===== config.mk =====
export PLATFORM = sky130hd
export DESIGN_NAME = fetch_unit
export DESIGN_NICKNAME = d
export VERILOG_FILES = /design/src/rtl/fetch_unit.sv
export SDC_FILE = /design/constraint.sdc
export NUM_CORES = 1
export LEC_CHECK = 0
export ABC_AREA = 1
export BUFFER_PORTS_ARGS = -buffer_cell sky130_fd_sc_hd__buf_4
export CELL_PAD_IN_SITES_DETAIL_PLACEMENT = 1
export CELL_PAD_IN_SITES_GLOBAL_PLACEMENT = 1
export CORE_ASPECT_RATIO = 0.8
export CORE_MARGIN = 4
export CORE_UTILIZATION = 38
export DETAILED_ROUTE_END_ITERATION = 12
export PLACE_DENSITY_LB_ADDON = 0.1
export SYNTH_ARGS = -nofsm -noshare
export SYNTH_HDL_FRONTEND = slang
export SYNTH_SLANG_ARGS = --single-unit

===== constraint.sdc =====
create_clock -name clock -period 4.2 [get_ports clock]
set_input_delay 0.84 -clock clock [delete_from_list [all_inputs] [get_ports clock]]
set_output_delay 0.84 -clock clock [all_outputs]
set_load 0.02 [all_outputs]

===== src/rtl/fetch_unit.sv =====
// -----------------------------------------------------------------------------
// fetch_unit
//
// Instruction prefetch unit. Issues single-outstanding read requests to
// instruction memory, buffers returned words (tagged with their word address)
// in a small FIFO, and presents the FIFO head to the control unit. A branch
// redirect flushes the FIFO and restarts fetching at the target; a request
// already in flight when the redirect arrives is completed and its data
// discarded.
//
// Configuration macro: FETCH_BYPASS_EN
//   undefined (default): instr_* outputs are decoded from registered state
//                        only; returned data is visible one cycle after mem_ack.
//   defined            : with the FIFO empty, mem_data is forwarded to instr_out
//                        in the mem_ack cycle and may be consumed directly.
//
// Parameters
//   DEPTH         FIFO entries (power of two, 2..8)
//   RESET_VECTOR  word address of the first fetch after reset
//   BUBBLE        instr_out value while no instruction is available
//
// Ports
//   clock          in   single clock, rising edge
//   reset          in   synchronous, active-high reset
//   mem_req        out  read request to instruction memory
//   mem_addr       out  word address of the pending request (fetch_pc when idle)
//   mem_ack        in   memory completes the request; mem_data valid
//   mem_data       in   fetched instruction word
//   instr_out      out  FIFO head
//   instr_valid    out  instr_out holds a real instruction
//   instr_pc       out  word address of instr_out (fetch_pc when empty)
//   enable         in   consumer accepts instr_out this cycle
//   branch_taken   in   redirect request
//   branch_target  in   redirect word address
//   fifo_count     out  current FIFO occupancy
// -----------------------------------------------------------------------------
module fetch_unit #(
    parameter int unsigned DEPTH        = 4,
    parameter logic [15:0] RESET_VECTOR = 16'h0000,
    parameter logic [15:0] BUBBLE       = 16'h0000
) (
    input  logic                     clock,
    input  logic                     reset,
    output logic                     mem_req,
    output logic [15:0]              mem_addr,
    input  logic                     mem_ack,
    input  logic [15:0]              mem_data,
    output logic [15:0]              instr_out,
    output logic                     instr_valid,
    output logic [15:0]              instr_pc,
    input  logic                     enable,
    input  logic                     branch_taken,
    input  logic [15:0]              branch_target,
    output logic [$clog2(DEPTH):0]   fifo_count
);

    localparam int unsigned PtrW = $clog2(DEPTH);
    localparam int unsigned CntW = PtrW + 1;
    localparam logic [CntW-1:0] DepthC = CntW'(DEPTH);

    typedef enum logic [1:0] {
        IDLE,   // no request outstanding
        REQ,    // request outstanding, data will be kept
        DROP    // request outstanding, data will be discarded (redirected)
    } fetchStateT;

    fetchStateT      state, stateNext;
    logic [15:0]     fetchPc, fetchPcNext;
    logic [15:0]     reqAddr;
    logic [PtrW-1:0] rdPtr, wrPtr;
    logic [CntW-1:0] count;
    logic [15:0]     dataMem [DEPTH];
    logic [15:0]     pcMem   [DEPTH];

    logic            fifoEmpty, popFifo, ackData, pushFifo;
    logic [CntW-1:0] countAfter;

    assign fifoEmpty  = (count == '0);
    assign popFifo    = enable && !fifoEmpty;
    // Returned word that is to be kept (a redirect in the same cycle drops it).
    assign ackData    = (state == REQ) && mem_ack && !branch_taken;

`ifdef FETCH_BYPASS_EN
    logic bypassHit;
    assign bypassHit   = fifoEmpty && ackData;
    // A forwarded word accepted in the same cycle never enters the FIFO.
    assign pushFifo    = ackData && !(bypassHit && enable);
    assign instr_valid = !fifoEmpty || bypassHit;
    assign instr_out   = !fifoEmpty ? dataMem[rdPtr] : (bypassHit ? mem_data : BUBBLE);
    assign instr_pc    = !fifoEmpty ? pcMem[rdPtr] : fetchPc;
`else
    assign pushFifo    = ackData;
    assign instr_valid = !fifoEmpty;
    assign instr_out   = fifoEmpty ? BUBBLE : dataMem[rdPtr];
    assign instr_pc    = fifoEmpty ? fetchPc : pcMem[rdPtr];
`endif

    // Occupancy at the end of this cycle, ignoring a flush.
    assign countAfter = count + CntW'(pushFifo) - CntW'(popFifo);

    assign mem_req    = (state != IDLE);
    assign mem_addr   = reqAddr;
    assign fifo_count = count;

    // NOTE: every variable gets a default before the case so no path can
    // leave it unassigned and infer a latch.
    always_comb begin
        stateNext   = state;
        fetchPcNext = fetchPc;
        unique case (state)
            IDLE: begin
                if (branch_taken) begin
                    fetchPcNext = branch_target;
                end else if (countAfter < DepthC) begin
                    // Room for the word this request will return.
                    stateNext = REQ;
                end
            end
            REQ: begin
                if (branch_taken) begin
                    fetchPcNext = branch_target;
                    stateNext   = mem_ack ? IDLE : DROP;
                end else if (mem_ack) begin
                    fetchPcNext = fetchPc + 16'd1;
                    stateNext   = (countAfter < DepthC) ? REQ : IDLE;
                end
            end
            DROP: begin
                if (branch_taken) begin
                    fetchPcNext = branch_target;
                end
                if (mem_ack) begin
                    stateNext = IDLE;
                end
            end
            default: stateNext = IDLE;
        endcase
    end

    // NOTE: state registers use non-blocking assignments so every flop samples
    // the pre-edge values regardless of statement order.
    always_ff @(posedge clock) begin
        if (reset) begin
            state   <= IDLE;
            fetchPc <= RESET_VECTOR;
            reqAddr <= RESET_VECTOR;
            rdPtr   <= '0;
            wrPtr   <= '0;
            count   <= '0;
        end else begin
            state   <= stateNext;
            fetchPc <= fetchPcNext;
            // The address is frozen while a discarded request completes.
            if (stateNext != DROP) begin
                reqAddr <= fetchPcNext;
            end
            if (branch_taken) begin
                rdPtr <= '0;
                wrPtr <= '0;
                count <= '0;
            end else begin
                if (pushFifo) begin
                    wrPtr <= wrPtr + PtrW'(1);
                end
                if (popFifo) begin
                    rdPtr <= rdPtr + PtrW'(1);
                end
                count <= countAfter;
            end
        end
    end

    // NOTE: storage is not reset; pointers and count alone decide what is
    // valid, so stale entries are never observed.
    always_ff @(posedge clock) begin
        if (pushFifo) begin
            dataMem[wrPtr] <= mem_data;
            pcMem[wrPtr]   <= fetchPc;
        end
    end

endmodule


==> impl_metrics.ini, run 1 <==
[synth]
synth_area_leaders = edfxtp_1 53%, dfxtp_1 12%, nor2_1 7.3%
synth_cell_type_count = 34
synth_seq_area_share = 0.644
synthArstFlopShare = 0
synth_edf_count = 128
yosys_warnings = 0
synth_top_area_cell = edfxtp_1
syn_nets = 778
synth-seq-cells = 171
syn_avg_cell_area_um2 = 9.96
syn_area_um2 = 7300
synth_top_cell_area_share = 0.526
synthCells = 733
synth_ff_type = edfxtp_1

[clock_network]
clk_latency_ns = 0.43
cts_resized = 0
path_clk_slew_ns = 0.07
cts_tree = yes
clock-sinks = 171
post_cts_buffers = 0
cts_root_buffer = clkbuf_16
cts_hold_buf = 0
cts_buffer_depth = 2
cts_buffers = 17
cts_max_level = 4

[critical_path]
cp-start-kind = register
crit_required_ns = 3.36
path_max_fanout = 20
cp-end-kind = output pin
crit_type = register to output pin
cp.arrival_ns = 2.42

[timing]
drv_slew = 0
finalSetupViolCount = 0
tightest_slew_ns = 1.03
slew_headroom = 0.312
fin_skew_ns = 0.0146
fmax_mhz = 307
finalCritPeriodShare = 0.776
rsz0062_at_grt = no
fin_setup_tns_ns = 0
layout_min_cycle_time_ns = 3.26
report.final.hold_viol_count = 0

[layout]
drive_gt1_frac = 0.187
fin_cells = 1089
fin_nets = 863
final_common_cell = nor2_1
layout_common_cells = 138 x nor2_1, 128 x edfxtp_1, 100 x o21ai_0, 99 x nand2_1, 99 x buf_4
insertedDiodeCount = 0
design_area_um2 = 8860
utilization = 0.468
syn_to_final_growth_pct = 21.3

[global_route]
grt_pass1_vias = 6020
grt_overflow = 0
grt_pass1_wl_um = 31400
grt_max_degree = 65
grt_usage = 0.186
antenna_found_initial = 0

[detailed_routing]
drc_errors = 0
totalWireLength_um = 19700
num_vias = 5592
wl_per_cell_um = 18.1
drt_iter0_markers = 351
via_per_inst = 5.13
ant_nets = 0
drt_pre_antenna_iters = 5

[placed_design]
placed_area_um2 = 8260
placed_cells = 1057
io_buffers = 89
hpwl_um = 12600
gp_congestion = 0.876

[die]
die_height_um = 132
rows = 45
dieArea_um2 = 21500
die_x_um = 163
initial_core_util = 0.386
ios = 90
core_area_um2 = 18900

[hold_path]
hold_class = register to register

[power]
powerDensity_nw_per_um2 = 432
power.leakage_nw = 3.39
peakVddDrop_uv = 232
total_power_mw = 3.83

[status]
outcome = completed

[run]
drv_cap = 0
path summary, 6_finish.rpt:
check	start	end	slack, ns	depth (start not counted)
max	register	instr_pc[7]	0.94	7
min	mem_addr[14]$_SDFFE_PP0P_	mem_addr[14]$_SDFFE_PP0P_	0.46	2
max reg2reg	state[0]$_SDFF_PP0_	state[0]$_SDFF_PP0_	1.21	11
min reg2reg	mem_addr[14]$_SDFFE_PP0P_	mem_addr[14]$_SDFFE_PP0P_	0.46	2
Yosys cell counts (4+ instances only):
library cell,instances
nand3_1,31
nand2_2,4
clkbuf_1,25
nand4_1,5
nor2_1,142
o22ai_1,16
edfxtp_1,128
nand2_1,99
buf_2,6
o21ai_0,100
inv_1,49
inv_2,6
dfxtp_1,43
ha_1,7
a21oi_1,33
o21ai_1,12
o211ai_1,4
nor3_1,4
layout make-up:
class	instances	area [um2]
Sequential cell	171	4710
Multi-Input combinational cell	474	2280
Timing Repair Buffer	99	743
Inverter	55	206
Tap cell	258	323
Clock inverter	15	176
Fill cell	2154	10100
Clock buffer	17	425
registers in the layout, indices dropped and copies added, names as in the netlist, named ones only:
name        flops
fifo_count      3
pcMem          64
wrPtr           2
dataMem        64
rdPtr           2
mem_addr       16
state           2
fetchPc        16
per-stage QoR:
| stage | hold WS [ns] | setup slack (ns) |
|---|---|---|
| 6_report | 0.457 | 0.942 |
| 3_5_place_dp | 0.447 | 0.955 |
| 2_1_floorplan | 0.436 | 0.984 |
| 4_1_cts | 0.459 | 0.890 |
| 3_3_place_gp | 0.444 | 1.06 |
| 5_1_grt | 0.486 | 0.716 |
cell families (layout without fill, tap and decap cells):
family | after synthesis | in the layout | synth area share
adders and majority gates | 8 | 8 | 0.0147
buffers and inverters | 88 | 186 | 0.0478
AOI/OAI and AO/OA | 169 | 169 | 0.122
xor gates and xnor gates | 2 | 2 | 0.00240
DFF | 171 | 171 | 0.644
and+or+nand+nor | 295 | 295 | 0.169
per-layer routing:
layer,track usage,up-vias,share of wire
li1,-,2680,-
met1,0.248,2812,0.46
met2,0.312,91,0.50
met3,0.0328,9,0.035
met4,0.0522,0,0.0064
met5,0,-,0
critical path, cell delays in order, from the launching register on:
cell and delay, ns:
dfxtp_1 0.32, inv_1 0.56, buf_4 0.33, o21ai_0 0.12
o22ai_1 0.17, nand2_1 0.10, o21ai_0 0.16, buf_4 0.20
power breakdown:
part | internal (mW) | leakage (nW) | total, mW | switching (mW)
sequential | 1.85 | 1.52 | 1.90 | 0.0434
combinational | 0.123 | 1.58 | 0.327 | 0.204
clock | 0.899 | 0.290 | 1.60 | 0.703
Power figures use the tool's default switching activity.
==> run 2, diff against run 1 <==
==> constraint.sdc (replaced) <==
create_clock -name clock -period 3.2 [get_ports clock]
set_input_delay 0.64 -clock clock [delete_from_list [all_inputs] [get_ports clock]]
set_output_delay 0.64 -clock clock [all_outputs]
set_load 0.02 [all_outputs]
==> run 2 against run 1 <==
Routed wire length is 1.8% higher. Non-clock buffer count is 8 higher. Flip-flop and latch count stayed put. First-iteration DRC count grew 8.0%. Final area increased by 0.49%. Power grew 29%. Core utilization grew 0.23 points. Critical path depth fell by 1. Combinational power is 35% higher. Via count grew 0.55%. Register-to-register slack worse by 0.44 ns. Global-route usage increased by 0.67 points. Largest power group unchanged.
==> impl_metrics.ini, run 2 (synthesis results as in run 1) <==
[status]
outcome = completed

[critical_path]
crit_family = buffers and inverters
worstReg2RegStart = state[0]$_SDFF_PP0_
cp.arrival_ns = 2.20
slowest_delay_ns = 0.37
setup.worst_path.start = fifo_count[1]$_SDFF_PP0_
crit_required_ns = 2.56
worst-path-buf-inv = 4
cp_cell_sequence = nor3_4 > buf_4 > inv_1 > buf_4 > o21ai_0 > buf_4
ff2ff_path_depth = 11
worst_path_most_repeated_cell = buf_4
cp.depth = 6
cp-start-kind = register
crit_type = register to output pin
path_max_fanout = 33
cp-end-kind = output pin
slowest_stage = dfxtp_1

[global_route]
antenna_found_initial = 0
grt_pass1_vias = 6047
grt_pass1_wl_um = 32300
grt_overflow = 0
grt_usage = 0.192
grt_max_degree = 43

[layout]
drive_gt1_frac = 0.185
final_common_cell = nor2_1
fin_nets = 871
utilization = 0.471
insertedDiodeCount = 0
syn_to_final_growth_pct = 21.9
layout_common_cells = 138 x nor2_1, 128 x edfxtp_1, 105 x buf_4, 100 x o21ai_0, 99 x nand2_1
largest_registers = dataMem: 64 flops, pcMem: 64 flops

[detailed_routing]
wl_per_cell_um = 18.3
via_per_inst = 5.14
drt_iter0_markers = 379
totalWireLength_um = 20000
drc_errors = 0
drt_pre_antenna_iters = 5
ant_nets = 0
num_vias = 5623

[timing]
layout_min_cycle_time_ns = 2.84
slew_headroom = 0.504
report.final.hold_viol_count = 0
finalSetupViolCount = 0
finalCritPeriodShare = 0.889
fmax_mhz = 352
fin_setup_tns_ns = 0
tightest_slew_ns = 0.743
drv_slew = 0
fin_skew_ns = 0.00614
rsz0062_at_grt = no

[die]
die_x_um = 163
die_height_um = 132
ios = 90
core_area_um2 = 18900
dieArea_um2 = 21500
rows = 45
initial_core_util = 0.386

[power]
total_power_mw = 4.95
powerDensity_nw_per_um2 = 556
peakVddDrop_uv = 331
power.leakage_nw = 3.41

[placed_design]
hpwl_um = 13400
gp_congestion = 0.829
io_buffers = 89

[clock_network]
cts_hold_buf = 0
cts_resized = 0
cts_tree = yes
cts_root_buffer = clkbuf_16
clk_latency_ns = 0.43
post_cts_buffers = 0
cts_buffer_depth = 2
cts_buffers = 17
cts_max_level = 4
clock-sinks = 171
path_clk_slew_ns = 0.06

[hold_path]
whs_path_depth = 1
hold_class = input pin to register
hp-start = mem_data[7]

[run]
drv_cap = 0
==> run 2: final timing paths <==
path	slack, ns	end
setup / recovery	0.36	instr_pc[3]
hold / removal	0.41	dataMem[2][7]$_DFFE_PP_
setup reg to reg	0.77	state[0]$_SDFF_PP0_
hold reg to reg	0.45	mem_addr[15]$_SDFFE_PP0P_
==> run 2: where the power goes <==
group | internal [mW] | switching [mW] | total (mW)
registers | 2.44 | 0.0536 | 2.49
logic | 0.166 | 0.274 | 0.440
clock network | 1.20 | 0.818 | 2.02
==> run 2: cell type report <==
class,instances,area (um2)
repair buffers,107,828
clock buffers,18,429
fillers,2126,10000
flip-flops and latches,171,4710
multi-input cells,474,2280
inverters,55,206
clock inverters,12,131
well taps,258,323
==> run 2: through the flow <==
stage	std cells	hold WS [ns]	cell area, um2	setup slack, ns
finish	1095	0.414	8900	0.357
global route	1095	0.393	8900	0.162
CTS	1095	0.397	8900	0.337
detailed placement	1065	0.443	8340	0.518
global placement	1065	0.443	8340	0.620
floorplan	733	0.436	7300	0.184
==> run 2: routing by layer <==
| metal | share of wire | wire, um | vias up | track usage |
|---|---|---|---|---|
| met1 | 0.47 | 9390 | 2817 | 0.265 |
| li1 | - | - | 2701 | - |
| met4 | 0.0092 | 184 | 0 | 0.0438 |
| met3 | 0.038 | 763 | 16 | 0.0475 |
| met5 | 0 | 0 | - | 0 |
| met2 | 0.48 | 9690 | 89 | 0.309 |
